`src/rtl/fetch_sequencer.sv`:
```
// Instruction-fetch control FSM: sequences T0-T2 against a variable-latency memory,
// decodes HALT, and hands each fetched instruction to the execute controller.
module fetch_sequencer #(
    parameter int          MEM_TIMEOUT = 16,
    parameter int          WAIT_W      = 8,
    parameter int          COUNT_W     = 16,
    parameter logic [4:0]  HALT_OPCODE = 5'b11011
) (
    input  logic               clk,
    input  logic               clr,
    input  logic               run,
    input  logic               stall,
    input  logic               mem_ready,
    input  logic               exec_done,
    input  logic [4:0]         ir_opcode,
    output logic               PC_out,
    output logic               MAR_in,
    output logic               IncPC,
    output logic               Z_in,
    output logic               Zlow_out,
    output logic               PC_in,
    output logic               Read,
    output logic               MDR_in,
    output logic               MDR_out,
    output logic               IR_in,
    output logic               exec_start,
    output logic               busy,
    output logic               halted,
    output logic               fault,
    output logic [COUNT_W-1:0] instr_count
);

    typedef enum logic [3:0] {
        S_IDLE,
        S_T0,
        S_T1,
        S_T1W,
        S_T2,
        S_DECODE,
        S_EXEC,
        S_HALT,
        S_FAULT
    } state_t;

    localparam logic [WAIT_W-1:0]  WAIT_LAST = WAIT_W'(MEM_TIMEOUT - 1);
    localparam logic [COUNT_W-1:0] COUNT_ONE = COUNT_W'(1);

    state_t              state_q;
    state_t              state_d;
    logic [WAIT_W-1:0]   wait_cnt_q;
    logic [WAIT_W-1:0]   wait_cnt_d;
    logic [COUNT_W-1:0]  instr_count_q;
    logic [COUNT_W-1:0]  instr_count_d;
    logic                fetch_hold;
    logic                is_halt;

    // Stall only freezes the fetch/decode steps; T1W and EXEC have a transaction in flight.
    assign fetch_hold = stall && (state_q == S_T0 || state_q == S_T1 ||
                                  state_q == S_T2 || state_q == S_DECODE);
    assign is_halt    = (ir_opcode == HALT_OPCODE);

    always_comb begin
        state_d       = state_q;
        wait_cnt_d    = wait_cnt_q;
        instr_count_d = instr_count_q;
        if (!fetch_hold) begin
            unique case (state_q)
                S_IDLE: begin
                    if (run) state_d = S_T0;
                end
                S_T0: begin
                    state_d = S_T1;
                end
                S_T1: begin
                    state_d    = S_T1W;
                    wait_cnt_d = '0;
                end
                S_T1W: begin
                    if (mem_ready) begin
                        state_d = S_T2;
                    end else if (wait_cnt_q == WAIT_LAST) begin
                        state_d = S_FAULT;
                    end else begin
                        wait_cnt_d = wait_cnt_q + 1'b1;
                    end
                end
                S_T2: begin
                    state_d = S_DECODE;
                end
                S_DECODE: begin
                    state_d = is_halt ? S_HALT : S_EXEC;
                end
                S_EXEC: begin
                    if (exec_done) begin
                        instr_count_d = instr_count_q + COUNT_ONE;
                        state_d       = run ? S_T0 : S_IDLE;
                    end
                end
                S_HALT: begin
                    state_d = S_HALT;
                end
                S_FAULT: begin
                    state_d = S_FAULT;
                end
                default: begin
                    state_d = S_IDLE;
                end
            endcase
        end
    end

    always_ff @(posedge clk or negedge clr) begin
        if (!clr) begin
            state_q       <= S_IDLE;
            wait_cnt_q    <= '0;
            instr_count_q <= '0;
        end else begin
            state_q       <= state_d;
            wait_cnt_q    <= wait_cnt_d;
            instr_count_q <= instr_count_d;
        end
    end

    // Control strobes decode straight from state so the datapath sees them in the same cycle.
    always_comb begin
        PC_out     = 1'b0;
        MAR_in     = 1'b0;
        IncPC      = 1'b0;
        Z_in       = 1'b0;
        Zlow_out   = 1'b0;
        PC_in      = 1'b0;
        Read       = 1'b0;
        MDR_in     = 1'b0;
        MDR_out    = 1'b0;
        IR_in      = 1'b0;
        exec_start = 1'b0;
        if (!fetch_hold) begin
            unique case (state_q)
                S_T0: begin
                    PC_out = 1'b1;
                    MAR_in = 1'b1;
                    IncPC  = 1'b1;
                    Z_in   = 1'b1;
                end
                S_T1: begin
                    Zlow_out = 1'b1;
                    PC_in    = 1'b1;
                    Read     = 1'b1;
                end
                S_T1W: begin
                    Read   = 1'b1;
                    MDR_in = mem_ready;
                end
                S_T2: begin
                    MDR_out = 1'b1;
                    IR_in   = 1'b1;
                end
                S_DECODE: begin
                    exec_start = !is_halt;
                end
                default: begin
                    exec_start = 1'b0;
                end
            endcase
        end
    end

    assign busy        = (state_q != S_IDLE) && (state_q != S_HALT) && (state_q != S_FAULT);
    assign halted      = (state_q == S_HALT);
    assign fault       = (state_q == S_FAULT);
    assign instr_count = instr_count_q;

    always_comb begin
        assert ($onehot0({PC_out, Zlow_out, MDR_out}));
    end

endmodule

```
`config.mk`:
```
export PLATFORM = sky130hd
export DESIGN_NAME = fetch_sequencer
export DESIGN_NICKNAME = d
export VERILOG_FILES = /design/src/rtl/fetch_sequencer.sv
export SDC_FILE = /design/constraint.sdc
export NUM_CORES = 1
export LEC_CHECK = 0
export CAP_MARGIN = 30
export CORE_AREA = 2 2 88 90
export DETAILED_ROUTE_END_ITERATION = 10
export DIE_AREA = 0 0 90 92
export PLACE_DENSITY = 0.46
export SKIP_CTS_REPAIR_TIMING = 1
export SYNTH_ARGS = -nofsm -noshare
export SYNTH_HDL_FRONTEND = slang
export SYNTH_SLANG_ARGS = --single-unit
```
`constraint.sdc`:
```
create_clock -name clk -period 4.1 [get_ports clk]
set_input_delay 0.82 -clock clk [delete_from_list [all_inputs] [get_ports clk]]
set_output_delay 0.82 -clock clk [all_outputs]
set_load 0.01 [all_outputs]
```
==> results_dict.tcl <==
set metrics [dict create \
    run_status "finished clean" \
    cp_data_required_time_ns 3.28 \
    grtUsageMet1_pct 12.6 \
    initial_core_util_pct 21.8 \
    async_flop_share_pct 100 \
    clkTransAtPathRegs_ns 0.10 \
    drv_cap 0 \
    fin_nets 209 \
    path_max_fanout 4 \
    htreeDepth 1 \
    routed-via-count 1314 \
    diodes 0 \
    core_region_area_um2 7450 \
    worst_pin_slew_ns 0.798 \
    drt_first_iter_violations 55 \
    yosysUniqueCellTypes 51 \
    fmax_ghz 0.290 \
    finalSetupViolCount 0 \
    ys_warn_count 0 \
    crit_path_end_kind "primary output" \
    arrival_ns 2.63 \
    drt-total-wl_mm 3.69 \
    viasPerCell 4.42 \
    die_w_um 90 \
    rsz0062_at_grt "false" \
    avgSynthCellArea_um2 10.0 \
    gr-max-usage-layer "met2" \
    synth_edf_count 0 \
    syn_area_um2 1630 \
    tns_ns 0 \
    cts-root-buf "clkbuf_8" \
    drc 0 \
    hold_class "register to register" \
    wl_per_cell_um 12.4 \
    grt_max_degree 29 \
    cp-start-kind "input pin" \
    portBuffers 40 \
    synth_top_flop_cell "dfrtp_1" \
    timing_hold_violations_final 0 \
    antenna_found_initial 0 \
    drtPass1Iterations 4 \
    grt_pass1_wl_mm 6.30 \
    die_h_um 92 \
    synth-seq-cells 28 \
    post-route-period-util_pct 84.1 \
    drive_gt1_share_pct 7.69 \
    grt_overflow_total 0 \
    synth_cells 162 \
    powerDensity_nw_per_um2 488 \
    met2_usage_pct 14.2 \
    path_class "input pin to primary output" \
    gp_congestion 0.701 \
    ir_drop_uv 265 \
    place.detailed.hpwl_mm 2.63 \
    grt_util_met3_pct 2.55 \
    ys_seq_area_share_pct 43.1 \
    area_growth_pct 32.9 \
    min_period_ns 3.45 \
    max-slew-margin-rel_pct 46.7 \
    cts_buffer_depth 2 \
    die_area_um2 8280 \
    drtAntennaViolNets 0 \
    cts_buffers 3 \
    rows 32 \
    track_usage_pct 9.26 \
    ios 41 \
    timing.hold.ws_ns 0.477 \
    cts_tree "done" \
    grt_pass1_vias 1288 \
    insertion_delay_ns 0.27 \
    p_total_uw 1050 \
    cts.sink_count 28 \
    clock_skew_ns 0.00543 \
    synth.net_count 175 \
    p_leak_uw 0.000907 \
    timing.final.max_slew_violations 0 \
]
[worst max-delay path, cell delays in order]
cell	delay (ns)
clkdlybuf4s50_1	0.45
or3b_1	0.40
nor3_1	0.33
clkdlybuf4s50_1	0.62
[routing by layer]
metal,vias up,share of wire [%]
met4,0,1.1
met3,4,5.4
li1,643,-
met2,35,43
met5,-,0
met1,632,50
[cell usage after synthesis (all sizes together), types with 2 or more instances]
cell / instances / area [um^2]
nor2: 15 / 56.3
and2: 2 / 12.5
nor4: 2 / 12.5
nand3: 8 / 45.0
ha: 2 / 25.0
buf: 10 / 65.1
clkbuf: 2 / 7.51
nor3: 8 / 51.3
dfrtp: 28 / 701
and3: 7 / 43.8
nand2b: 2 / 20.0
inv: 3 / 11.3
a22o: 2 / 17.5
o31ai: 4 / 30.0
xor2: 6 / 52.6
and4b: 2 / 20.0
nand2: 11 / 41.3
and4: 2 / 20.0
nand4: 2 / 12.5
xnor2: 11 / 96.3
mux2: 2 / 22.5
a211oi: 3 / 27.5
o21ai: 7 / 35.0
[sequential cells by signal, indices dropped and copies added (netlist names)]
signal       flops
instr_count     16
wait_cnt_q       8
state_q          4
[cells by family (layout without fill, tap and decap cells)]
group	Yosys count	count (layout)	synth area share (%)
compound gates	25	25	11.9
xor+xnor	17	17	9.16
fa+ha+maj	2	2	1.54
buf+inv	15	48	5.16
flops	28	28	43.1
mux	3	3	2.00
simple gates	72	72	27.1
[per-stage QoR]
step	util [%]	cells	setup WS, ns	cell area, um^2
5_1_grt	29.0	297	0.501	2160
4_1_cts	29.0	297	0.622	2160
2_1_floorplan	-	162	1.45	1630
3_3_place_gp	28.0	293	0.664	2090
6_report	29.0	297	0.653	2160
3_5_place_dp	28.0	293	0.622	2090
[final cells by class]
type	count	area, um^2
Tap cell	102	128
Clock buffer	3	41.3
Timing Repair Buffer	41	408
Fill cell	819	5290
Sequential cell	28	701
Clock inverter	1	30.0
Inverter	3	11.3
Multi-Input combinational cell	119	841
[power breakdown]
group | switching, uW | internal, uW | total [uW] | leakage (uW)
clock | 89.9 | 131 | 221 | 0.0000357
combinational | 187 | 225 | 412 | 0.000499
sequential | 101 | 321 | 422 | 0.000372
total | 378 | 677 | 1050 | 0.000907
[path summary, 6_finish.rpt]
path | slack [ns] | depth (start not counted) | startpoint | to
worst max-delay path | 0.65 | 4 | stall | MAR_in
worst min-delay path | 0.48 | 1 | instr_count[15] | instr_count[15]
worst max register to register | 1.73 | 4 | state_q[1] | state_q[1]
worst min register to register | 0.48 | 1 | instr_count[15] | instr_count[15]
max in group asynchronous | 2.90 | 2 | clr | wait_cnt_q[4]
min in group asynchronous | 0.93 | 2 | clr | state_q[3]
[placed cells by master, fill, tap and decap left out, types with 3 or more instances in the layout]
cell type        netlist  final
xnor2_1               11     11
and3_1                 7      7
clkdlybuf4s50_1        0     40
inv_1                  3      3
nand2_1               11     11
dfrtp_1               28     28
clkbuf_8               0      3
nand3_1                7      7
o31ai_1                4      4
nor3_1                 7      7
xor2_1                 6      6
nor2_1                15     15
o21ai_1                6      6
Power figures use the tool's default switching activity.
==> edit: new RTL, same flow settings <==
Re-encode `state_t` (9 states) as Gray code, 4 bits wide.
--- a/src/rtl/fetch_sequencer.sv
+++ b/src/rtl/fetch_sequencer.sv
@@ -31,15 +31,15 @@
 );
 
     typedef enum logic [3:0] {
-        S_IDLE,
-        S_T0,
-        S_T1,
-        S_T1W,
-        S_T2,
-        S_DECODE,
-        S_EXEC,
-        S_HALT,
-        S_FAULT
+        S_IDLE   = 4'b0000,
+        S_T0     = 4'b0001,
+        S_T1     = 4'b0011,
+        S_T1W    = 4'b0010,
+        S_T2     = 4'b0110,
+        S_DECODE = 4'b0111,
+        S_EXEC   = 4'b0101,
+        S_HALT   = 4'b0100,
+        S_FAULT  = 4'b1100
     } state_t;
 
     localparam logic [WAIT_W-1:0]  WAIT_LAST = WAIT_W'(MEM_TIMEOUT - 1);
Behaviour: same outputs for any inputs over 10 cycles, from zero or initial values; not proved beyond that.
==> edit against the unedited design <==
Cell area shrank 2.3%. Wire length up 1.6%. First-iteration DRC count fell by 5.5%. Sequential share of layout area increased by 0.75 points. Worst setup slack improved by 0.063 ns. Area after synthesis decreased by 3.0%. Sequential cell count stayed put. Global-route usage about the same. Power down 9.9%. Critical endpoint is now exec_start.
==> edit: results (changes against the unedited design) <==
| Metric | Value |
|---|---|
| Post-Route WL | 3.75 mm (was 3.69 mm) |
| Root Driver | clkbuf_8 (unchanged) |
| Number of global-route vias before repair | 1333 (was 1288) |
| Fin Clk Skew | 0.00112 ns (was 0.00543 ns) |
| Initial DRC Count | 52 (was 55) |
| Post-synthesis cell count | 161 (was 162) |
| Run status | complete, no violations (unchanged) |
| CP Max Fanout | 8 (was 4) |
| First-pass GRT wire length | 6.38 mm (was 6.30 mm) |
| Critical Path AT | 2.56 ns (was 2.63 ns) |
| Met3 wire length | 216 µm (was 200 µm) |
| # diodes | 0 (unchanged) |
| Hold_ws | 0.474 ns (was 0.477 ns) |
| Met2 WL | 1.72 mm (was 1.59 mm) |
| CP Capture Point | exec_start (was MAR_in) |
| Placed cell areas | 0.00206 mm² (was 0.00209 mm²) |
| GR Util met2 | 0.150 (was 0.142) |
| Reg2reg setup slack | 2.10 ns (was 1.73 ns) |
| Max transition margin | 0.577 (was 0.467) |
| GRT met1 Usage | 0.123 (was 0.126) |
| Hold Startpoint | instr_count[15] (unchanged) |
| Initial antenna violation count | 0 (unchanged) |
| Place WS | 0.671 ns (was 0.622 ns) |
| Syn nets | 174 (was 175) |
| Post-synth cell types | 42 (was 51) |
| GRT met3 Usage | 0.0263 (was 0.0255) |
| Register bit total from synthesis | 28 (unchanged) |
| Hold EP | instr_count[15] (unchanged) |
| RePlAce Congestion | 0.746 (was 0.701) |
| DRT met1 WL | 1.79 mm (was 1.86 mm) |
| Ys flop type | dfrtp_1 (unchanged) |
| Final #Nets | 211 (was 209) |
| Share of cells above drive strength 1 | 0.0660 (was 0.0769) |
| Non-filler cells, final | 299 (was 297) |
| WHS Path Cells | 1 (unchanged) |
| Fill cell count | 811 (was 819) |
| Largest net degree at the start of global routing | 29 (unchanged) |
| Final worst slack | 0.716 ns (was 0.653 ns) |
| Worst path max stage delay | 0.55 ns (was 0.62 ns) |
| Seq/Total Area, Yosys | 0.444 (was 0.431) |
| RR Endpoint | instr_count[13] (was state_q[1]) |
| Grt total ovfl | 0 (unchanged) |
| Num CTS Buffers | 3 (unchanged) |
| Post-layout util | 0.283 (was 0.290) |
| Largest cells by area after synthesis | dfrtp_1 (44%), xnor2_1 (4.4%), xor2_1 (4.4%), nand3_1 (2.9%), nand2_1 (2.9%) (was dfrtp_1 (43%), xnor2_1 (5.9%), nor2_1 (3.5%), xor2_1 (3.2%), buf_4 (2.8%)) |
| VDD IR max | 148 µV (was 265 µV) |
| CTS tree | yes (unchanged) |
| Worst-Skew Late Latency | 0.27 ns (about the same) |
| Synth top cells by count | dfrtp_1 (28), nand2_1 (12), nor2_1 (10), nand3_1 (9) (was dfrtp_1 (28), nor2_1 (15), nand2_1 (11), xnor2_1 (11)) |
| Leakage | 0.000842 µW (was 0.000907 µW) |
| DR vias/cell | 4.60 (was 4.42) |
| GRT Util Overall | 0.0929 (was 0.0926) |
| Reg-to-reg startpoint | state_q[0] (was state_q[1]) |
| DPL Wire Length | 2.74 mm (was 2.63 mm) |
## edit: cell count changes after synthesis, sizes merged, moves of 3 or more
cell / change
nor2: -5
or4: +5
a21oi: +4
and3: -4
inv: +4
a211oi: -3
nor3: -3
xnor2: -3
## edit: logic make-up after synthesis
kind of cell    count (synthesis)  synth area share
xor+xnor                       16            0.0889
mux                             3            0.0198
simple gates                   66             0.252
fa+ha+maj                       3            0.0222
flops                          28             0.444
compound gates                 29             0.121
buf+inv                        16            0.0524
## edit: power by group
part	internal (µW)	switching (µW)
Clock	86.1	88.4
Sequential	321	96.0
Combinational	190	168
Total	598	353
## edit: cell type report
| cell class | instances | area share |
|---|---|---|
| Timing Repair Buffer | 41 | 0.193 |
| Tap cell | 102 | 0.0605 |
| Multi-Input combinational cell | 117 | 0.376 |
| Inverter | 7 | 0.0124 |
| Sequential cell | 28 | 0.332 |
| Clock buffer | 4 | 0.0261 |
